<file path="src/rtl/result_serializer.sv">
// rtl/result_serializer.sv - captures the matrix product and streams it byte-wise to uart_tx
// Element R00 goes first and each element is sent MSB byte first; all outputs are registered.
module result_serializer #(
  parameter int N_ELEM       = 9,
  parameter int ELEM_W       = 16,
  parameter int BUSY_TIMEOUT = 15
) (
  input  logic                     clk,
  input  logic                     rst,
  input  logic [N_ELEM*ELEM_W-1:0] result,
  input  logic                     result_valid,
  input  logic                     tx_busy,
  output logic [7:0]               tx_data,
  output logic                     tx_start,
  output logic                     busy,
  output logic                     done
);

  localparam int TOT_W = N_ELEM * ELEM_W;
  localparam int B     = TOT_W / 8;
  localparam int BPE   = ELEM_W / 8;
  localparam int CNT_W = $clog2(B);
  localparam int TMO_W = $clog2(BUSY_TIMEOUT + 1);
  localparam logic [CNT_W-1:0] LAST_BYTE = CNT_W'(B - 1);
  localparam logic [TMO_W-1:0] TMO_LIM   = TMO_W'(BUSY_TIMEOUT);

  typedef enum logic [2:0] {
    S_IDLE,
    S_SEND,
    S_WAIT_HI,
    S_WAIT_LO,
    S_DONE
  } state_t;

  state_t             state, state_n;
  logic [TOT_W-1:0]   snap, snap_n;
  logic [CNT_W-1:0]   byte_cnt, byte_cnt_n;
  logic [TMO_W-1:0]   tmo, tmo_n, tmo_inc;
  logic [7:0]         tx_data_n;
  logic               tx_start_n, busy_n, done_n;
  logic [B*8-1:0]     stream;
  logic [7:0]         cur_byte;

  // Reorder the snapshot into transmit order: stream byte 0 is R00's MSB byte.
  for (genvar g = 0; g < B; g++) begin : g_bytes
    assign stream[g*8 +: 8] = snap[(g / BPE) * ELEM_W + (BPE - 1 - (g % BPE)) * 8 +: 8];
  end

  assign cur_byte = stream[{byte_cnt, 3'b000} +: 8];
  assign tmo_inc  = tmo + 1'b1;

  always_ff @(posedge clk or negedge rst) begin
    if (!rst) begin
      state    <= S_IDLE;
      snap     <= '0;
      byte_cnt <= '0;
      tmo      <= '0;
      tx_data  <= '0;
      tx_start <= 1'b0;
      busy     <= 1'b0;
      done     <= 1'b0;
    end else begin
      state    <= state_n;
      snap     <= snap_n;
      byte_cnt <= byte_cnt_n;
      tmo      <= tmo_n;
      tx_data  <= tx_data_n;
      tx_start <= tx_start_n;
      busy     <= busy_n;
      done     <= done_n;
    end
  end

  always_comb begin
    state_n    = state;
    snap_n     = snap;
    byte_cnt_n = byte_cnt;
    tmo_n      = tmo;
    tx_data_n  = tx_data;
    tx_start_n = 1'b0;
    busy_n     = busy;
    done_n     = 1'b0;
    case (state)
      S_IDLE: begin
        if (result_valid) begin
          snap_n     = result;
          byte_cnt_n = '0;
          busy_n     = 1'b1;
          state_n    = S_SEND;
        end
      end
      S_SEND: begin
        // A transmitter still busy from earlier traffic simply delays the load.
        if (!tx_busy) begin
          tx_data_n  = cur_byte;
          tx_start_n = 1'b1;
          tmo_n      = '0;
          state_n    = S_WAIT_HI;
        end
      end
      S_WAIT_HI: begin
        if (tx_busy) begin
          state_n = S_WAIT_LO;
        end else begin
          tmo_n = tmo_inc;
          if (tmo_inc == TMO_LIM) state_n = S_WAIT_LO;
        end
      end
      S_WAIT_LO: begin
        if (!tx_busy) begin
          if (byte_cnt == LAST_BYTE) begin
            state_n = S_DONE;
          end else begin
            byte_cnt_n = byte_cnt + 1'b1;
            state_n    = S_SEND;
          end
        end
      end
      S_DONE: begin
        done_n  = 1'b1;
        busy_n  = 1'b0;
        state_n = S_IDLE;
      end
      default: state_n = S_IDLE;
    endcase
  end

endmodule

</file>
<file path="config.mk">
export PLATFORM = sky130hd
export DESIGN_NAME = result_serializer
export DESIGN_NICKNAME = d
export VERILOG_FILES = /design/src/rtl/result_serializer.sv
export SDC_FILE = /design/constraint.sdc
export NUM_CORES = 1
export LEC_CHECK = 0
export BUFFER_PORTS_ARGS = -buffer_cell sky130_fd_sc_hd__clkbuf_2
export CORE_MARGIN = 1
export CORE_UTILIZATION = 59
export CTS_CLUSTER_DIAMETER = 50
export DETAILED_ROUTE_END_ITERATION = 12
export GPL_ROUTABILITY_DRIVEN = 0
export PLACE_DENSITY = 0.86
export SETUP_SLACK_MARGIN = 0.5
export SYNTH_ARGS = -nofsm -noshare
export SYNTH_HDL_FRONTEND = slang
export SYNTH_SLANG_ARGS = --single-unit
</file>
<file path="constraint.sdc">
create_clock -name clk -period 2.5 [get_ports clk]
set_input_delay 0.5 -clock clk [delete_from_list [all_inputs] [get_ports clk]]
set_output_delay 0.5 -clock clk [all_outputs]
set_load 0.01 [all_outputs]
</file>
# ---- Yosys cells after proc, flatten, opt, wreduce, memory -nomap -nowiden
# Index checks and enable logic that the tools add are counted.
dict set report totals {
  regBits 167
  out_inout_bits 11
  elab_cells 53
  in_bits 148
}
dict set report classes {
  n_eq_ne 12
  mux 19
  reduce_logical 10
  shift 1
  n_addsub 2
  n_bitwise 1
}
# op count
set op_table {}
lappend op_table {{indexed part select 144 x 9 -> 8 bit} 1}
lappend op_table {{2-to-1 mux 3 bit} 6}
lappend op_table {{2-to-1 mux 5 bit} 3}
lappend op_table {{case mux 3 bit (4 select lines)} 1}
lappend op_table {{!= test 2 bit (second input constant)} 5}
lappend op_table {{case mux 5 bit (2 select lines)} 1}
lappend op_table {{2-to-1 mux 4 bit} 2}
lappend op_table {{case mux 4 bit (2 select lines)} 1}
lappend op_table {{AND reduction 4 bit} 2}
lappend op_table {{equality test 3 x 2 -> 1 bit (second input constant)} 2}
lappend op_table {{AND reduction 2 bit} 3}
lappend op_table {{nonzero test 2 bit} 3}
lappend op_table {{adder 5 x 1 -> 5 bit (second input constant)} 1}
lappend op_table {{equality test 5 bit (second input constant)} 1}
lappend op_table {{adder 4 x 1 -> 4 bit (second input constant)} 1}
lappend op_table {{equality test 4 bit (second input constant)} 1}
lappend op_table {{2-to-1 mux 1 bit} 4}
lappend op_table {{equality test 3 x 1 -> 1 bit (second input constant)} 1}
lappend op_table {{equality test 3 bit (second input constant)} 1}
lappend op_table {{zero test 3 bit} 1}
lappend op_table {{!= test 3 bit (second input constant)} 1}
lappend op_table {{AND reduction 3 bit} 1}
lappend op_table {{case mux 1 bit (2 select lines)} 1}
lappend op_table {{NOT 1 bit} 1}

# ---- Longest topological paths before layout
# Gate-level depths: netlist of run 1.
dict set report logic_depth {
  ltp_word 5
  ltp_mapped 7
  ltp_nobuf 6
}

# ---- Worst setup path before layout of run 1
# No wires, ideal clock.
dict set report synth_path {
  kind {register to register}
  start {reg byte_cnt[1]}
  end {reg byte_cnt[3]}
  path_stages_with_launch 8
  setup_time_ps 77
  required_time_ps 2423
  arrival_ps 1545
  period_less_slack_ps 1622
  setup_slack_ps 878
  path_buffers 1
  cell_sequence {dfrtp_1 > buf_6 > inv_1 > ha_1 > nand4bb_1 > a21oi_1 > o21ai_0 > a21oi_1}
}
dict set report synth_between {
  elab_chain_len 4
  elab_cells_between_ends 7
  classes_between {1 x add/sub; 2 x eq/ne; 3 x mux; 1 x reduce/logical}
}
# item line_no
set synth_lines {}
lappend synth_lines {{from (decl)} 37} ;# logic [CNT_W-1:0] byte_cnt, byte_cnt_n;
lappend synth_lines {{from (signal assigned)} 65} ;# byte_cnt <= byte_cnt_n;
lappend synth_lines {{adder 5 x 1 -> 5 bit} 114} ;# byte_cnt_n = byte_cnt + 1'b1;
lappend synth_lines {{2-to-1 mux 5 bit} 111} ;# if (byte_cnt == LAST_BYTE) begin
lappend synth_lines {{2-to-1 mux 5 bit} 110} ;# if (!tx_busy) begin
lappend synth_lines {{case mux 5 bit (2 select lines)} 83} ;# case (state)
# Several ways; a longest one is shown, not always the timed one. The select of a mux whose other input is x is not followed.
# A chain may end at the register's enable or synchronous reset.

# ---- Worst setup path in the final report of run 1
dict set report layout_path {
  start {reg byte_cnt[3]}
  end {reg tx_data[0]}
}
dict set report layout_between {
  elab_chain_len 1
}
# item line_no
set layout_lines {}
lappend layout_lines {{indexed part select 144 x 9 -> 8 bit} 49} ;# assign cur_byte = stream[{byte_cnt, 3'b000} +: 8];
lappend layout_lines {{to (signal assigned)} 67} ;# tx_data <= tx_data_n;
lappend layout_lines {{to (decl)} 13} ;# output logic [7:0] tx_data,
# Every way passes these cells.

==> run metrics, run 1 <==
die area=between 10000 and 15000 um^2; Final Net Count=1147; # rows=41; async set-reset flop share out of synthesis=1.00; DRT Pass-1 Iters=5; Die X=around 120 um; post-synth top area share=0.537; Slew @ Worst Pin=just over 0.8 ns; most common cell after layout, fill and taps aside=nand2_1; Total Wirelength=~19000 um; Slew headroom=0.450; clk sink count=167; Period Utilization, post-route=0.772; met1 WL=7860 um; Buffers on Ports=158; CTS max path bufs=2; setup violators final=0; post-CTS setup buffers=0; Synth area leader=dfrtp_1; DRC errors left=0; # diodes=0; initial DRC count=about 620; Final HPWL DP=~13000 um; Wirelength per Cell=between 15 and 20 um; largest net degree at the start of global routing=around 130; Critical Path RT=between 2 and 3 ns; setup TNS=0 ns; Synth Net Count=1012; MaxCap Viol Count=0; status=completed; post-route ant nets=0; Initial Utilization=0.612; Fmax=518 MHz; share of cells above drive strength 1=0.229; synth-to-layout area growth=18.5%; Post-Place Cells=1148; Vias=about 6500; clk root buf=clkbuf_16; Worst setup SP type=flip-flop; Netlist cell types=44; first-pass GRT wire length=between 30000 and 40000 um; metal2 WL=about 9400 um; ys flop type=dfrtp_1; non-filler cells, final=1180; Total Routing Usage GR=0.314; Post-Syn Instances=between 800 and 900; DR top layer=met4; I/O pins=159; Arrival @ worst endpoint=2.23 ns; metal3 WL=approximately 1500 um; max-slew violation count=0; RSZ-0062 raised after global routing=no; Clock Skew=~0.0074 ns; core area=12700 um^2; register area share after synthesis=0.537; Setup crit end kind=flip-flop; Num CTS Buffers=17; Worst-path clk slew=approximately 0.060 ns; number of synthesized flops with an enable pin=0; Max IR drop VDD=about 660 uV; CP Max Fanout=22; Pwr per Cell Area=between 1000 and 1500 nW/um^2; leading cell types in the layout, fill and taps excluded=450 x nand2_1, 163 x dfrtp_1, 157 x clkbuf_2; total gr overflow=0; Hold Crit Class=primary input to asynchronous set/reset pin; CTS tree=done; final worst path period need=~1.9 ns; vias per std cell=approximately 5.5; DIE HEIGHT=117 um; top cells by area, synth=dfrtp_1 54%, nand2_1 22%, mux2i_1 6.2%, mux4_2 2.3%, o22ai_1 1.8%; final hold vios=0; vias in the first global route=between 6000 and 7000; Pleak=~4.8 nW; CTS H-tree lvls=4; Crit Path Class=flip-flop to flip-flop; antenna violations before repair=0; Skew-Pair Late Insertion Delay=~0.43 ns; Syn Area/Cell=9.06 um^2; Synth Cell Area=between 7000 and 8000 um^2; YS warnings=0; Seq cells post-synth=about 170; Power Total=around 11 mW
==> per-layer routing <==
layer / vias to the layer above / global-route usage
met5: - / 0
met4: 0 / 0.162
met3: 63 / 0.0736
met2: 289 / 0.492
met1: 3088 / 0.413
li1: 3063 / -
==> worst paths after layout <==
check                                 start     endpoint  slack, ns  cells after the start
worst max-delay path            byte_cnt[3]   tx_data[0]       0.57                      4
worst min-delay path                    rst     snap[60]       0.05                      1
worst max register to register  byte_cnt[3]   tx_data[0]       0.57                      4
worst min register to register     snap[45]     snap[45]       0.47                      2
max in group asynchronous               rst  byte_cnt[0]       1.74                      2
min in group clk                 result[32]     snap[32]       0.26                      3
==> power breakdown <==
part / internal (mW) / switching [mW]
combinational: 1.55 / 2.13
clock: 1.60 / 1.08
sequential: 3.94 / 0.978
==> cell families (layout without fill, tap and decap cells) <==
group,after synthesis,count (layout),share of synthesized area
mux,65,65,0.0978
flops,167,167,0.537
xor+xnor,1,1,0.00112
fa+ha+maj,4,4,0.00643
compound gates,66,66,0.0533
simple gates,499,499,0.260
buf+inv,58,206,0.0451
==> cells in the mapped netlist (2+ instances only) <==
cell / count
a211oi_1: 8
a21oi_1: 9
a31oi_1: 8
buf_1: 5
buf_2: 17
buf_4: 8
buf_6: 11
clkbuf_1: 11
dfrtp_1: 167
ha_1: 4
inv_1: 5
mux2_2: 9
mux2i_1: 48
mux4_2: 8
nand2_1: 450
nand3_1: 4
nand4bb_1: 3
nor2_1: 19
nor3_1: 3
nor3b_1: 2
o21ai_0: 12
o22ai_1: 23
or2_2: 2
or3_1: 3
or4b_1: 2
==> per-stage QoR <==
step	hold slack, ns	utilization	setup slack (ns)	area, um^2
after floorplan	0.204	-	0.878	7790
after global placement	0.456	0.677	0.423	8610
after detailed placement	0.461	0.677	0.383	8610
after CTS	0.0507	0.724	0.531	9210
after global routing	0.0843	0.725	0.505	9230
final	0.0471	0.725	0.570	9230
==> worst max-delay path: stages, from the launching register on <==
cell	delay, ns
dfrtp_2	0.66
buf_4	0.28
mux2_2	0.36
a211oi_1	0.36
a31oi_1	0.13
==> registers in the layout, summed over array words and instances, names as in the netlist <==
| signal | flops |
|---|---|
| snap | 144 |
| tx_data | 8 |
| byte_cnt | 5 |
| tmo | 4 |
| state | 3 |
| busy | 1 |
| done | 1 |
| tx_start | 1 |
==> layout make-up <==
| type | instances | area (um^2) |
|---|---|---|
| clock inverter | 11 | 146 |
| tap | 172 | 215 |
| multi-input combinational | 635 | 3270 |
| timing repair buffer | 168 | 935 |
| sequential | 167 | 4180 |
| fill | 954 | 3490 |
| inverter | 6 | 22.5 |
| clock buffer | 21 | 450 |
==> repair_timing <==
item,4_1_cts,5_1_grt
endpoints found under the setup margin,8,67
gates cloned,0,0
hold buffers,0,0
resized for setup,1,5
No activity file was read; power rests on OpenSTA's default activity.
==> run 2: changes to the inputs <==
--- a/config.mk
+++ b/config.mk
@@ -7,11 +7,11 @@
 export LEC_CHECK = 0
 export BUFFER_PORTS_ARGS = -buffer_cell sky130_fd_sc_hd__clkbuf_2
 export CORE_MARGIN = 1
-export CORE_UTILIZATION = 59
+export CORE_UTILIZATION = 50
 export CTS_CLUSTER_DIAMETER = 50
 export DETAILED_ROUTE_END_ITERATION = 12
 export GPL_ROUTABILITY_DRIVEN = 0
-export PLACE_DENSITY = 0.86
+export PLACE_DENSITY = 0.78
 export SETUP_SLACK_MARGIN = 0.5
 export SYNTH_ARGS = -nofsm -noshare
 export SYNTH_HDL_FRONTEND = slang
==> constraint.sdc (replaced) <==
create_clock -name clk -period 1.7 [get_ports clk]
set_input_delay 0.34 -clock clk [delete_from_list [all_inputs] [get_ports clk]]
set_output_delay 0.34 -clock clk [all_outputs]
set_load 0.01 [all_outputs]
==> run 2 against run 1 <==
  * The flow now finishes with violations (negative setup slack)
  * Largest cell class unchanged
  * Clock-buffer cell count decreased by 2
  * Setup slack got worse by 0.60 ns
  * Highest routed layer unchanged
  * Clock skew increased by 0.0097 ns
  * Critical endpoint is now snap[103]
  * Die area increased by 18%
==> run metrics, run 2 (synthesis results as in run 1) <==
Final HPWL DP=~13000 um; setup violators final=4; Vias=6815; Pleak=between 5 and 6 nW; final worst path period need=1.73 ns; MaxCap Viol Count=0; Filler cells=1131; R2R cell count=4; core area=15200 um^2; antenna violations before repair=0; post-route ant nets=0; biggest regs=snap: 144 flops, tx_data: 8 flops, byte_cnt: 5 flops; largest net degree at the start of global routing=86; Wirelength per Cell=approximately 18 um; setup TNS=-0.0692 ns; Total Routing Usage GR=0.259; violated checks=negative setup slack; Skew-Pair Late Insertion Delay=0.44 ns; Crit path largest cell delay=between 0.6 and 0.7 ns; Clock Skew=around 0.017 ns; max-slew violation count=0; # rows=45; Worst-path clk slew=0.07 ns; CP Max Fanout=42; Crit Path Class=flip-flop to flip-flop; DRT Pass-1 Iters=6; cell area after layout=between 10000 and 15000 um^2; Worst path most repeated cell=nand2_1; CTS max path bufs=2; worst path bufs/invs=1; Final Worst Setup Slack=-0.0270 ns; Critical Path RT=roughly 2.0 ns; # diodes=0; Max IR drop VDD=~1100 uV; share of cells above drive strength 1=0.320; vias per std cell=approximately 5.5; Hold Crit Depth=3; Period Utilization, post-route=1.02; total gr overflow=0; Power Total=18.5 mW; vias in the first global route=6418; first-pass GRT wire length=about 32000 um; Initial Utilization=0.512; Fin Hold WS=0.0947 ns; CTS tree=done; clk root buf=clkbuf_16; DP Area=a little under 9000 um^2; I/O pins=159; Total Wirelength=around 22000 um; CTS H-tree lvls=4; largest register by flop count=snap; Hold Crit Class=primary input to flip-flop; initial DRC count=550; Slew headroom=0.669; DRC errors left=0; DIE HEIGHT=roughly 130 um; Num CTS Buffers=17; Final Net Count=roughly 1200; Slew @ Worst Pin=approximately 0.50 ns; die area=16100 um^2; Fmax=579 MHz; Arrival @ worst endpoint=roughly 2.0 ns; max reg flops=roughly 140; final hold vios=0; Die X=approximately 130 um; leading cell types in the layout, fill and taps excluded=439 x nand2_1, 159 x dfrtp_1, 154 x clkbuf_2; most common cell after layout, fill and taps aside=nand2_1; Worst setup SP type=flip-flop; Reg area=4190 um^2; Setup crit end kind=flip-flop; crit path cell chain=or4b_4 > clkbuf_16 > nand2_1 > nand2_1; critical path's top delay family=simple AND/OR/NAND/NOR gates; Slowest-stage cell, CP=or4b_4; Pwr per Cell Area=1800 nW/um^2; Crit path depth=4; clk sink count=around 170; Multi-input gate area=around 3600 um^2; Buffers on Ports=158; synth-to-layout area growth=31.5%; RSZ-0062 raised after global routing=yes; status=finished, violations left
-- run 2: cell types whose count changed in the layout (fill, tap and decap cells not counted), moves of 6 or more --
cell and delta:
nand2_2 +7, o21ai_0 -6, buf_6 +12, mux2i_2 +8
nand2_1 -11, o22ai_1 -9, o22ai_2 +9, buf_4 +26
mux2i_1 -10
-- run 2: cell type report --
class,instances,share of cell area
clock inverters,13,0.0188
multi-input cells,636,0.351
flip-flops and latches,167,0.409
repair buffers,216,0.151
clock buffers,19,0.0442
inverters,6,0.00330
well taps,188,0.0230
-- run 2: power breakdown --
group | internal [mW] | total, mW | leakage (nW) | switching [mW]
clock network | 2.55 | 4.20 | 0.299 | 1.65
registers | 5.80 | 7.10 | 2.07 | 1.30
logic | 3.36 | 7.18 | 2.78 | 3.82
-- run 2: through the flow --
| step | instances | util | setup slack (ns) |
|---|---|---|---|
| after CTS | 1227 | 0.641 | 0.0624 |
| final | 1245 | 0.674 | -0.0270 |
| after global routing | 1245 | 0.674 | -0.0622 |
| after floorplan | 860 | - | 0.124 |
| after detailed placement | 1184 | 0.585 | -0.168 |
| after global placement | 1184 | 0.585 | -0.160 |
-- run 2: worst min-delay path: stages --
cell	delay, ns
clkbuf_2	0.07
nand2_1	0.04
nand2_1	0.05
-- run 2: layer usage --
metal  share of wire  track usage  vias up
li1                -            -     3161
met1            0.43        0.352     3293
met2            0.47        0.411      298
met3           0.058       0.0515       63
met4           0.041        0.107        0
met5               0            0        -
-- run 2: what timing repair did --
item | CTS | global route
hold buffers | 1 | 0
pin swaps | 10 | 10
cloned | 1 | 5
hold endpoints to repair | 44 | 0
endpoints found under the setup margin | 176 | 176
setup buffers | 9 | 13
gates resized for setup | 24 | 68
-- run 2: path summary, 6_finish.rpt --
| kind | start | slack (ns) | to |
|---|---|---|---|
| max in group asynchronous | rst | 0.70 | snap[95] |
| min reg2reg | snap[52] | 0.47 | snap[52] |
| min in group asynchronous | rst | 0.42 | snap[116] |
| min | result[37] | 0.09 | snap[37] |
| max reg2reg | state[1] | -0.03 | snap[103] |
| max | state[1] | -0.03 | snap[103] |
==> run 3: changes to the inputs <==
--- a/config.mk
+++ b/config.mk
@@ -5,9 +5,10 @@
 export SDC_FILE = /design/constraint.sdc
 export NUM_CORES = 1
 export LEC_CHECK = 0
+export ABC_AREA = 1
 export BUFFER_PORTS_ARGS = -buffer_cell sky130_fd_sc_hd__clkbuf_2
 export CORE_MARGIN = 1
-export CORE_UTILIZATION = 50
+export CORE_UTILIZATION = 51
 export CTS_CLUSTER_DIAMETER = 50
 export DETAILED_ROUTE_END_ITERATION = 12
 export GPL_ROUTABILITY_DRIVEN = 0
==> run 3 against run 2 <==
  * The run still ends with negative setup slack left
  * Largest cell class unchanged
  * Highest routed layer unchanged
  * Power is 38% higher
  * First-iteration DRC count up 91%
  * Global-route usage increased by 2.0 points
  * Critical path type unchanged
==> run metrics, run 3 <==
max reg flops=144; Fin Hold WS=0.121 ns; antenna violations before repair=0; async set-reset flop share out of synthesis=1.00; first-pass GRT wire length=about 38000 um; Critical Path RT=about 2.0 ns; DRT Pass-1 Iters=6; CTS tree=done; DIE HEIGHT=131 um; share of cells above drive strength 1=0.247; max-slew violation count=0; Pwr per Cell Area=2230 nW/um^2; Total Wirelength=around 27000 um; mux share of post-synthesis cell area=0; Post-Syn Instances=roughly 1200; clk sink count=around 170; YS warnings=0; Netlist cell types=24; Syn Area/Cell=7.08 um^2; Final Worst Setup Slack=-0.0931 ns; Clock Skew=about 0.017 ns; pre-CTS setup slack=-0.0401 ns; largest family of logic cells by synthesized area=simple AND/OR/NAND/NOR gates; ys flop type=dfrtp_1; Worst-path clk slew=0.07 ns; Setup crit end kind=flip-flop; I/O pins=between 150 and 200; final hold vios=0; Initial Utilization=0.529; top-count cell post-synth=nand2_1; core area=between 15000 and 20000 um^2; die area=between 15000 and 20000 um^2; biggest regs=snap: 144 flops, tx_data: 8 flops, byte_cnt: 5 flops; Wirelength per Cell=between 15 and 20 um; post-synthesis adder-cell area fraction=0.00587; Buffers on Ports=158; DRC errors left=0; number of synthesized flops with an enable pin=0; post-route ant nets=0; CTS max path bufs=2; RSZ-0062 raised after global routing=yes; MaxCap Viol Count=0; Synth Net Count=between 1000 and 1500; post-synth top area share=0.490; register area share after synthesis=0.490; Total Routing Usage GR=0.280; vias per std cell=about 5.4; Final HPWL DP=roughly 16000 um; DP Area=slightly below 10000 um^2; CTS H-tree lvls=4; Period Utilization, post-route=1.05; initial DRC count=roughly 1000; Arrival @ worst endpoint=approximately 2.1 ns; leading cell types in the layout, fill and taps excluded=536 x nand2_1, 176 x nand3_1, 163 x dfrtp_1; top cells by area, synth=dfrtp_1 49%, nand2_1 24%, nand3_1 12%, inv_1 5.6%, clkbuf_1 2.2%; status=finished, violations left; vias in the first global route=~8000; largest net degree at the start of global routing=95; Skew-Pair Late Insertion Delay=approximately 0.45 ns; Crit Path Class=flip-flop to flip-flop; top cells by instance count after synthesis=549 x nand2_1, 210 x nand3_1, 167 x dfrtp_1; total gr overflow=0; non-filler cells, final=between 1500 and 2000; Die X=between 100 and 150 um; Synth Cell Area=between 8000 and 9000 um^2; Vias=roughly 9000; post-synthesis xor/xnor area fraction=0.00411; Post-Place Cells=roughly 1500; Final Net Count=1546; Num CTS Buffers=17; synth-to-layout area growth=33.8%; # rows=46; Synth Area in Compound Gates=0.0235; largest register by flop count=snap; Seq cells post-synth=167; setup violators final=between 100 and 150; most common cell after layout, fill and taps aside=nand2_1; Pleak=6.42 nW; violated checks=negative setup slack; Worst setup SP type=flip-flop; Slew @ Worst Pin=approximately 0.47 ns; CP Max Fanout=17; Max IR drop VDD=roughly 1100 uV; Hold Crit Class=primary input to flip-flop; clk root buf=clkbuf_16; Slew headroom=0.688; cell area after layout=approximately 11000 um^2; # diodes=0; Synth area leader=dfrtp_1; final worst path period need=~1.8 ns; Fmax=558 MHz; Simple-Gate Fraction of Synth Area=0.380
run 3: worst max-delay path, cell delays in order (launching register included):
cell	delay, ns
dfrtp_1	0.39
inv_2	0.11
nand3_4	0.13
clkinvlp_4	0.15
nand2_4	0.07
a21oi_4	0.17
buf_12	0.17
nand2_8	0.11
clkbuf_16	0.22
nand2_1	0.09
nand2_1	0.07
run 3: final cells by class:
cell class | instances | area, um^2
clock buffers | 21 | 460
inverters | 132 | 522
well taps | 216 | 270
clock inverters | 11 | 100
flip-flops and latches | 167 | 4180
repair buffers | 241 | 1970
multi-input cells | 835 | 3900
fillers | 1249 | 4710
run 3: report_power, final:
| part | leakage [nW] | internal [mW] | switching (mW) |
|---|---|---|---|
| combinational | 4.10 | 5.99 | 8.60 |
| sequential | 2.06 | 5.94 | 1.20 |
| clock | 0.261 | 2.09 | 1.63 |
| total | 6.42 | 14.0 | 11.4 |
run 3: cells by family after synthesis:
family | count (synthesis)
fa+ha+maj | 4
xor+xnor | 4
buf+inv | 203
compound gates | 38
simple gates | 788
flops | 167
run 3: final timing paths:
check | from | to | slack [ns] | depth (start not counted)
worst max-delay path | state[2] | snap[116] | -0.09 | 10
worst min-delay path | result[115] | snap[115] | 0.12 | 3
worst max register to register | state[2] | snap[116] | -0.09 | 10
worst min register to register | snap[69] | snap[69] | 0.47 | 2
max in group asynchronous | rst | snap[32] | 0.66 | 3
min in group asynchronous | rst | snap[72] | 0.39 | 2
run 3: layer usage:
| layer | track usage | vias up | part of all wire | routed length (um) |
|---|---|---|---|---|
| met3 | 0.0498 | 76 | 0.083 | 2230 |
| met5 | 0 | - | 0 | 0 |
| li1 | - | 4093 | - | - |
| met2 | 0.460 | 495 | 0.49 | 13100 |
| met1 | 0.377 | 4119 | 0.40 | 10800 |
| met4 | 0.0859 | 0 | 0.029 | 782 |
run 3: stage by stage:
step	power, mW	TNS (ns)	util
floorplan	14.8	-7.38	-
global placement	17.6	0	0.610
detailed placement	18.0	-1.82	0.610
CTS	22.2	0	0.651
global route	27.1	-14.36	0.708
finish	25.5	-6.50	0.708
run 3: timing repair:
item / 4_1_cts / 5_1_grt
pin swaps: 0 / 34
resized for setup: 8 / 99
endpoints found under the hold margin: 32 / 0
cloned: 1 / 13
setup buffers: 6 / 23
endpoints found under the setup margin: 177 / 177
hold buffers: 1 / 0
